`src/rtl/sprite_pkg.sv`:
```
// Shared definitions for the sprite mover: direction codes, FSM states, screen defaults.
// Helper functions turn a direction code into per-axis step signs.
package sprite_pkg;

    localparam int SCR_W_DEF = 320;
    localparam int SCR_H_DEF = 240;

    typedef enum logic [2:0] {
        DIR_XN   = 3'b000,
        DIR_YP   = 3'b001,
        DIR_YN   = 3'b010,
        DIR_XP   = 3'b011,
        DIR_XPYP = 3'b100,
        DIR_XNYP = 3'b101,
        DIR_XPYN = 3'b110,
        DIR_XNYN = 3'b111
    } dir_t;

    typedef enum logic [2:0] {
        ST_IDLE   = 3'd0,
        ST_CALC   = 3'd1,
        ST_QUERY  = 3'd2,
        ST_ERASE  = 3'd3,
        ST_UPDATE = 3'd4,
        ST_DRAW   = 3'd5
    } state_t;

    // Returns {decrement, increment} for the x axis.
    function automatic logic [1:0] step_x(input logic [2:0] d);
        case (d)
            DIR_XN, DIR_XNYP, DIR_XNYN: step_x = 2'b10;
            DIR_XP, DIR_XPYP, DIR_XPYN: step_x = 2'b01;
            default:                    step_x = 2'b00;
        endcase
    endfunction

    // Returns {decrement, increment} for the y axis.
    function automatic logic [1:0] step_y(input logic [2:0] d);
        case (d)
            DIR_YN, DIR_XPYN, DIR_XNYN: step_y = 2'b10;
            DIR_YP, DIR_XPYP, DIR_XNYP: step_y = 2'b01;
            default:                    step_y = 2'b00;
        endcase
    endfunction

endpackage

```
`src/rtl/tick_gen.sv`:
```
// Free-running divider: tick is high for one cycle every TICK_DIV cycles, first at count TICK_DIV-1.
// No backpressure; the pulse is combinational from the counter register.
module tick_gen #(
    parameter int TICK_DIV = 6250000
) (
    input  logic clock,
    input  logic resetn,
    output logic tick
);

    localparam int CNT_W = (TICK_DIV > 1) ? $clog2(TICK_DIV) : 1;
    localparam logic [CNT_W-1:0] LAST = CNT_W'(TICK_DIV - 1);

    logic [CNT_W-1:0] r_cnt;

    assign tick = (r_cnt == LAST);

    always_ff @(posedge clock) begin
        if (!resetn) begin
            r_cnt <= '0;
        end else if (tick) begin
            r_cnt <= '0;
        end else begin
            r_cnt <= r_cnt + CNT_W'(1);
        end
    end

endmodule

```
`src/rtl/sprite_mover_n.sv`:
```
// Moves a sprite one step per tick via query/erase/update/draw handshakes; accepted move >= 5 cycles.
// Each handshake state holds its request level until the peer answers; lift and hide act only in IDLE.
module sprite_mover_n
    import sprite_pkg::*;
#(
    parameter int X_W      = 9,
    parameter int Y_W      = 8,
    parameter int SCR_W    = SCR_W_DEF,
    parameter int SCR_H    = SCR_H_DEF,
    parameter int STEP     = 1,
    parameter int TICK_DIV = 6250000,
    parameter int X0       = 95,
    parameter int Y0       = 221
) (
    input  logic           clock,
    input  logic           resetn,
    input  logic           move,
    input  logic [2:0]     dir,
    output logic           chk_req,
    output logic [X_W-1:0] chk_x,
    output logic [Y_W-1:0] chk_y,
    input  logic           chk_ack,
    input  logic           chk_ok,
    input  logic           chk_tele,
    input  logic [X_W-1:0] tele_x,
    input  logic [Y_W-1:0] tele_y,
    output logic           draw_bg,
    input  logic           done_bg,
    output logic           draw_char,
    input  logic           done_char,
    input  logic           lift,
    input  logic [Y_W-1:0] lift_dy,
    input  logic           hide,
    output logic [X_W-1:0] x,
    output logic [Y_W-1:0] y,
    output logic           busy
);

    localparam logic [X_W:0] STEP_X  = (X_W+1)'(STEP);
    localparam logic [Y_W:0] STEP_Y  = (Y_W+1)'(STEP);
    localparam logic [X_W:0] LIMIT_X = (X_W+1)'(SCR_W);
    localparam logic [Y_W:0] LIMIT_Y = (Y_W+1)'(SCR_H);

    state_t         r_state, w_next;
    logic           w_tick;
    logic           w_accept;
    logic [X_W-1:0] r_x, r_tx;
    logic [Y_W-1:0] r_y, r_ty;
    logic [2:0]     r_dir;
    logic           r_lift_pend;
    logic [Y_W-1:0] r_lift_dy;
    logic [Y_W-1:0] w_lift_y;
    logic [1:0]     w_sx, w_sy;
    logic [X_W:0]   w_nx;
    logic [Y_W:0]   w_ny;
    logic           w_inb;

    tick_gen #(.TICK_DIV(TICK_DIV)) u_tick (
        .clock  (clock),
        .resetn (resetn),
        .tick   (w_tick)
    );

    assign w_accept = (r_state == ST_IDLE) && move && w_tick && !hide;

    // Candidate is one bit wider so stepping below zero wraps to a huge value and fails the upper bound.
    assign w_sx = step_x(r_dir);
    assign w_sy = step_y(r_dir);
    assign w_nx = w_sx[1] ? ({1'b0, r_x} - STEP_X) : w_sx[0] ? ({1'b0, r_x} + STEP_X) : {1'b0, r_x};
    assign w_ny = w_sy[1] ? ({1'b0, r_y} - STEP_Y) : w_sy[0] ? ({1'b0, r_y} + STEP_Y) : {1'b0, r_y};
    assign w_inb = (w_nx != '0) && (w_nx < LIMIT_X) && (w_ny != '0) && (w_ny < LIMIT_Y);

    assign w_lift_y = (r_y > r_lift_dy) ? (r_y - r_lift_dy) : '0;

    always_ff @(posedge clock) begin
        if (!resetn) begin
            r_state <= ST_IDLE;
        end else begin
            r_state <= w_next;
        end
    end

    always_comb begin
        w_next    = r_state;
        chk_req   = 1'b0;
        draw_bg   = 1'b0;
        draw_char = 1'b0;
        case (r_state)
            ST_IDLE:   if (w_accept) w_next = ST_CALC;
            ST_CALC:   w_next = w_inb ? ST_QUERY : ST_IDLE;
            ST_QUERY: begin
                chk_req = 1'b1;
                if (chk_ack) w_next = chk_ok ? ST_ERASE : ST_IDLE;
            end
            ST_ERASE: begin
                draw_bg = 1'b1;
                if (done_bg) w_next = ST_UPDATE;
            end
            ST_UPDATE: w_next = ST_DRAW;
            ST_DRAW: begin
                draw_char = 1'b1;
                if (done_char) w_next = ST_IDLE;
            end
            default:   w_next = ST_IDLE;
        endcase
    end

    always_ff @(posedge clock) begin
        if (!resetn) begin
            r_x         <= X_W'(X0);
            r_y         <= Y_W'(Y0);
            r_tx        <= X_W'(X0);
            r_ty        <= Y_W'(Y0);
            r_dir       <= '0;
            r_lift_pend <= 1'b0;
            r_lift_dy   <= '0;
        end else begin
            if (w_accept) r_dir <= dir;

            if (r_state == ST_CALC) begin
                r_tx <= w_nx[X_W-1:0];
                r_ty <= w_ny[Y_W-1:0];
            end else if (r_state == ST_QUERY && chk_ack && chk_ok && chk_tele) begin
                r_tx <= tele_x;
                r_ty <= tele_y;
            end

            if (r_state == ST_UPDATE) begin
                r_x <= r_tx;
                r_y <= r_ty;
            end else if (r_state == ST_IDLE && hide) begin
                r_x <= X_W'(SCR_W);
                r_y <= Y_W'(SCR_H);
            end else if (r_state == ST_IDLE && r_lift_pend && !w_accept) begin
                r_y <= w_lift_y;
            end

            // Hidden sprites keep the lift pending so it lands once the sprite reappears.
            if (r_lift_pend) begin
                if (r_state == ST_IDLE && !w_accept && !hide) r_lift_pend <= 1'b0;
            end else if (lift) begin
                r_lift_pend <= 1'b1;
                r_lift_dy   <= lift_dy;
            end
        end
    end

    assign chk_x = r_tx;
    assign chk_y = r_ty;
    assign x     = r_x;
    assign y     = r_y;
    assign busy  = (r_state != ST_IDLE);

endmodule
```
`config.mk`:
```
export PLATFORM = sky130hd
export DESIGN_NAME = sprite_mover_n
export DESIGN_NICKNAME = d
export VERILOG_FILES = /design/src/rtl/sprite_pkg.sv /design/src/rtl/tick_gen.sv /design/src/rtl/sprite_mover_n.sv
export SDC_FILE = /design/constraint.sdc
export NUM_CORES = 1
export LEC_CHECK = 0
export CAP_MARGIN = 20
export CORE_UTILIZATION = 48
export DETAILED_ROUTE_END_ITERATION = 8
export PLACE_DENSITY_LB_ADDON = 0.2
export SLEW_MARGIN = 5
export SYNTH_ARGS = -nofsm -noshare
export SYNTH_HDL_FRONTEND = slang
export SYNTH_SLANG_ARGS = --single-unit
```
`constraint.sdc`:
```
create_clock -name clock -period 2.26 [get_ports clock]
set_clock_uncertainty 0.05 [all_clocks]
set_input_delay 0.452 -clock clock [delete_from_list [all_inputs] [get_ports clock]]
set_output_delay 0.452 -clock clock [all_outputs]
set_load 0.05 [all_outputs]
```
Word-level counts from Yosys, hierarchy flattened
Index checks and enable logic that the tools add are counted.

word-level totals
  output and inout port bits = 38
  bits in registers = 72

operators by class
  add/sub/neg operators = 6
  multiplexer cells = 29
  equal/unequal tests = 17
  reduce and logical (&&, ||, !) cells = 31
  magnitude comparators = 3
  bitwise gates (word level) = 2

operators with widths
  kind                     count
  $mux W9                  6
  $mux W8                  6
  $add A23 B1 Y23 const B  1
  $eq A23 B23 Y1 const B   1
  $mux W10                 2
  $eq A3 B3 Y1 const B     6
  $pmux W3 S6              1
  $logic_and A1 B1 Y1      14
  $eq A3 B2 Y1 const B     4
  $mux W3                  4
  $reduce_or A3 Y1         4
  $add A9 B1 Y10 const B   1
  $lt A10 B9 Y1 const B    1
  $reduce_bool A10 Y1      1
  $sub A9 B1 Y10 const B   1
  $add A8 B1 Y9 const B    1
  $lt A9 B8 Y1 const B     1
  $reduce_bool A9 Y1       1
  $sub A8 B1 Y9 const B    1
  $gt A8 B8 Y1             1
  $ne A2 B2 Y1 const B     4
  $pmux W2 S2              2
  $sub A8 B8 Y8            1
  $eq A3 B1 Y1 const B     2
  10 further kinds         21

Longest topological paths before layout
  depth in word-level cells = 11
  mapped depth = 11
  depth with buffers taken out = 11

Cells and area by module
Synthesis repeated with hierarchy kept, for this count alone.

second synthesis, totals
  cells, all modules = 531
  area total of the unflattened synthesis = 4265.3 sq um

by module, submodules not included
  module          area an instance (sq um)  instances  cells each
  sprite_mover_n  3214.3                    1          414
  tick_gen        1051.0                    1          117

Worst setup path after synthesis
No wires, ideal clock.

  path kind = reg2reg
  start point = reg r_y[0], in the netlist y[0]
  end point = reg r_y[3], in the netlist y[3]
  arrival time = 2.513 ns
  path buffers = 0
  cell stages (with the launch flop) = 12
  data required time = 2.076 ns
  slack = -0.437 ns
  cells stage by stage = dfxtp_1 -> inv_1 -> ha_1 -> inv_1 -> fa_1 -> a21o_1 -> a21oi_1 -> o21ai_0 -> a21boi_0 -> nor3_1 -> a221oi_1 -> o21ai_0

between the ends
  word-level cells in the longest chain between the ends = 5
  elaborated cells on any way between the ends = 6
  those cells by class = add/sub: 1; order compare: 1; mux: 4

RTL lines
  what                                                  RTL line               text
  start: declaration                                    sprite_mover_n.sv:48   logic [Y_W-1:0] r_y, r_ty;
  start signal: assignment                              sprite_mover_n.sv:111  r_y <= Y_W'(Y0);
  start signal: assignment                              sprite_mover_n.sv:130  r_y <= r_ty;
  start signal: assignment                              sprite_mover_n.sv:133  r_y <= Y_W'(SCR_H);
  $sub A8 B8 Y8 / $gt A8 B8 Y1 (equally long branches)  sprite_mover_n.sv:73   assign w_lift_y = (r_y > r_lift_dy) ? (r_y - r_lift_dy) : '0;
  $mux W8 (*)                                           sprite_mover_n.sv:73
  $mux W8 (*)                                           sprite_mover_n.sv:134  end else if (r_state == ST_IDLE && r_lift_pend && !w_accept) begin
  $mux W8 (*)                                           sprite_mover_n.sv:131  end else if (r_state == ST_IDLE && hide) begin
  $mux W8 (*)                                           sprite_mover_n.sv:128  if (r_state == ST_UPDATE) begin

Mark *: on every way between the ends. The rest lies on a longest branch, timed or not. The select of a mux whose other input is x is not followed.
A chain may end at the register's enable or synchronous reset.

Final worst setup path
  start point = reg r_x[1], in the netlist x[1]
  end point = reg r_state[1]

between the ends
  word-level cells in the longest chain between the ends = 9
  elaborated cells on any way between the ends = 11
  those cells by class = add/sub: 2; order compare: 1; mux: 4; reduce/logical: 4

RTL lines
  what                                                         RTL line               text
  start: declaration                                           sprite_mover_n.sv:47   logic [X_W-1:0] r_x, r_tx;
  start signal: assignment                                     sprite_mover_n.sv:110  r_x <= X_W'(X0);
  start signal: assignment                                     sprite_mover_n.sv:129  r_x <= r_tx;
  start signal: assignment                                     sprite_mover_n.sv:132  r_x <= X_W'(SCR_W);
  $add A9 B1 Y10                                               sprite_mover_n.sv:69   assign w_nx = w_sx[1] ? ({1'b0, r_x} - STEP_X) : w_sx[0] ? ({1'b0, r_x} + STEP_X) : {1'b0, r_x};
  $mux W10                                                     sprite_mover_n.sv:69
  $mux W10 (*)                                                 sprite_mover_n.sv:69
  $lt A10 B9 Y1 / $reduce_bool A10 Y1 (equally long branches)  sprite_mover_n.sv:71   assign w_inb = (w_nx != '0) && (w_nx < LIMIT_X) && (w_ny != '0) && (w_ny < LIMIT_Y);
  $logic_and A1 B1 Y1 (*) (3 in a row)                         sprite_mover_n.sv:71
  $mux W2 (*)                                                  sprite_mover_n.sv:90   ST_CALC: w_next = w_inb ? ST_QUERY : ST_IDLE;
  $pmux W3 S6 (*)                                              sprite_mover_n.sv:88   case (r_state)
  end signal: assignment                                       sprite_mover_n.sv:79   r_state <= w_next;
  end: declaration                                             sprite_mover_n.sv:44   state_t r_state, w_next;

Mark *: on every way between the ends. The rest lies on a longest branch, timed or not.

==> impl_metrics.ini <==
[status]
status = completed

[drt]
drt-initial-drc-count = 236
viasPerCell = 5.74
avgRoutedWirePerCell_um = 16.3
ant_nets = 0
firstDrtPassIters = 4
num_vias = 4228
routed_wl_um = 12000
drcViolationCount = 0

[grt]
grt_pass1_wl_um = 19300
use_met1_pct = 34.1
grt_start_max_net_pins = 35
grt_use_met3_pct = 3.59
use_met2_pct = 48.2
busiest_layer = met2
grt_pass1_vias = 4042
grt_overflow = 0
antenna_found_initial = 0
grtUsageTotal_pct = 27.6

[hold_path]
hp-class = reg -> reg
hold-path-cell-count = 2
min-delay-start = r_lift_dy[6]$_SDFFE_PN0P_
hold_end = r_lift_dy[6]$_SDFFE_PN0P_

[die]
rows = 33
die_h_um = 95.0
die_x_um = 95.0
ios = 76
start_util_pct = 50.1
coreArea_sq_um = 8300
die-area_sq_um = 9030

[clock_network]
clockBufferDepth = 2
h-tree-depth = 3
clk_latency_ns = 0.36
cts_buffers = 9
clkSlewWorstSetupHoldPaths_ns = 0.08
clock_sinks = 72
cts_tree = yes
cts_root_buf = clkbuf_8

[synthesis]
yosys-top-cells-area = dfxtp_1 (35%), nor2_1 (6.1%), nand2_1 (4.6%), xor2_1 (4.4%), ha_1 (3.9%)
avgSynthCellArea_sq_um = 8.00
yosys-top-cells-count = dfxtp_1 (72), nor2_1 (67), nand2_1 (51)
synth-main-ff-cell = dfxtp_1
syn_nets = 571
synth_top_area_share_pct = 34.7
synthArstFlopShare_pct = 0
ys_seq_area_share_pct = 34.7
synth_edf_count = 0
synth.most_common_cell = dfxtp_1
yosys.area.top_type = dfxtp_1
ys.warnings.count = 0
synth_cell_types = 65
synthesis.area_sq_um = 4150
syn_inst = 519
synth_seq_cells = 72

[layout]
register_area_sq_um = 1470
multi_input_area_sq_um = 2680
num_antenna_cells = 0
final_area_sq_um = 5690
fin_nets = 678
syn_to_final_growth_pct = 37.0
drive_gt1_share_pct = 20.4
n_fill_cell = 715

[worst_setup_path]
worst-setup-path-type = reg -> reg
worst-path-buf-inv = 1
r2r_slack_ns = 0.03
critical-path-top-delay-family = simple AND/OR/NAND/NOR gates
slowest_stage = or4_4
crit_path_start_kind = flip-flop
cpPeakStageDelay_ns = 0.50
crit_fanout = 3
crit_chain = buf_4 > ha_2 > a221oi_2 > a31oi_2 > xor2_1 > or4_4 > nor3b_2 > a41oi_2
rr_worst_depth = 8
r2r-start = x[1]$_SDFFE_PN1P_
required_ns = 2.44
reg2reg_to = r_state[1]$_SDFFE_PN0P_
cp_data_arrival_time_ns = 2.41
cp-end-kind = flip-flop

[sta]
rsz0062_at_grt = yes
finalMaxSlewViolations = 0
fmax_mhz = 448
fin_tns_setup_ns = 0
max-slew-margin-rel_pct = 57.6
period_share_pct = 98.9
setup_viol = 0
tightestPinTransition_ns = 0.637
setup_ws_ns = 0.0259
hold_viol = 0
min_period_ns = 2.23

[power]
power_leakage_nw = 2.10
ir_drop_v = 0.000389
power.density_nw_per_um2 = 552

[placement]
dpl_cell_area_sq_um = 5240
portBuffers = 75
gp_congestion = 0.850
dp_hpwl_um = 8680
dp_slack_ns = -0.0993

[job]
maxCapViolations = 0
-- where the power goes --
part | internal [mW] | switching (mW) | total (mW)
Sequential | 1.31 | 0.0676 | 1.37
Clock | 0.517 | 0.538 | 1.05
Combinational | 0.325 | 0.389 | 0.714
Total | 2.15 | 0.994 | 3.14
-- kinds of logic after synthesis --
logic type      after synthesis  synth area share [%]
fa+ha+maj                    14                  4.40
simple gates                220                  27.0
buf+inv                      50                  5.30
compound gates              123                  20.1
xor+xnor                     36                  7.59
flops                        72                  34.7
mux                           4                 0.964
-- area by class of cell --
| cell class | count | share of cell area [%] |
|---|---|---|
| tap | 105 | 2.31 |
| multi-input combinational | 397 | 47.0 |
| sequential | 72 | 25.8 |
| clock buffer | 10 | 2.24 |
| inverter | 22 | 1.54 |
| clock inverter | 6 | 1.17 |
| timing repair buffer | 124 | 19.9 |
-- worst max path at each step --
stage | from | endpoint | slack [ns] | cells after the start
6_report | x[1]$_SDFFE_PN1P_ | r_state[1]$_SDFFE_PN0P_ | 0.03 | 8
4_1_cts | x[0]$_SDFFE_PN1P_ | r_state[1]$_SDFFE_PN0P_ | 0.001 | 8
2_1_floorplan | y[0]$_SDFFE_PN1P_ | y[3]$_SDFFE_PN1P_ | -0.02 | 11
5_1_grt | x[0]$_SDFFE_PN1P_ | r_state[1]$_SDFFE_PN0P_ | -0.09 | 9
3_5_place_dp | y[0]$_SDFFE_PN1P_ | y[2]$_SDFFE_PN1P_ | -0.1 | 11
3_3_place_gp | r_dir[2]$_SDFFE_PN0P_ | r_state[1]$_SDFFE_PN0P_ | -0.06 | 7
-- state kept, by name (all words and copies together) (netlist names) --
signal and cells:
r_lift_pend 1, r_state 3, r_lift_dy 8, r_dir 3, x 9, chk_x 9, u_tick.r_cnt 23, y 8
chk_y 8
-- cells in the final DEF, fill, tap and decap left out, drive strengths merged, types with 5 or more instances in the layout --
cell,Yosys,routed
a221o,6,6
nor2,67,67
a21oi,23,23
xor2,21,21
and3,8,8
inv,21,24
dfxtp,72,72
ha,13,13
nand3,18,18
o22ai,10,10
clkdlybuf4s50,0,64
nor3,11,11
xnor2,15,15
o21ai,30,30
buf,8,53
or3,10,10
a221oi,15,15
nor2b,8,8
nand2,52,52
nand4,14,14
dlymetal6s2s,0,5
clkbuf,20,10
a22oi,5,5
a211oi,5,5
a31oi,7,7
-- routing by layer --
metal  vias up  share of wire (%)
li1       2102                  -
met1      1990                 43
met2       116                 50
met3        20                5.0
met4         0                2.1
met5         -                  0
-- tightest hold or removal path, cell delays in order (launching register included) --
cell and delay, ns:
dfxtp_1 0.31, nand2_1 0.05, a21oi_1 0.05
-- timing repair --
item                                   in CTS  in global routing
pin swaps                                   4                 14
endpoints found under the hold margin       0                  0
gates resized for setup                    15                 39
setup buffers                               1                  7
setup endpoints to repair                   9                 13
hold buffers                                0                  0
-- through the flow --
stage                     std cells  total power [mW]  utilization, %  hold slack [ns]
after global placement          712              2.01            63.2            0.383
after detailed placement        712              2.03            63.2            0.397
after global routing            736              3.27            68.6            0.430
after floorplan                 519              1.79               -            0.363
final                           736              3.14            68.6            0.405
after CTS                       729              3.08            66.1            0.406
(Power assumes the default switching activity.)
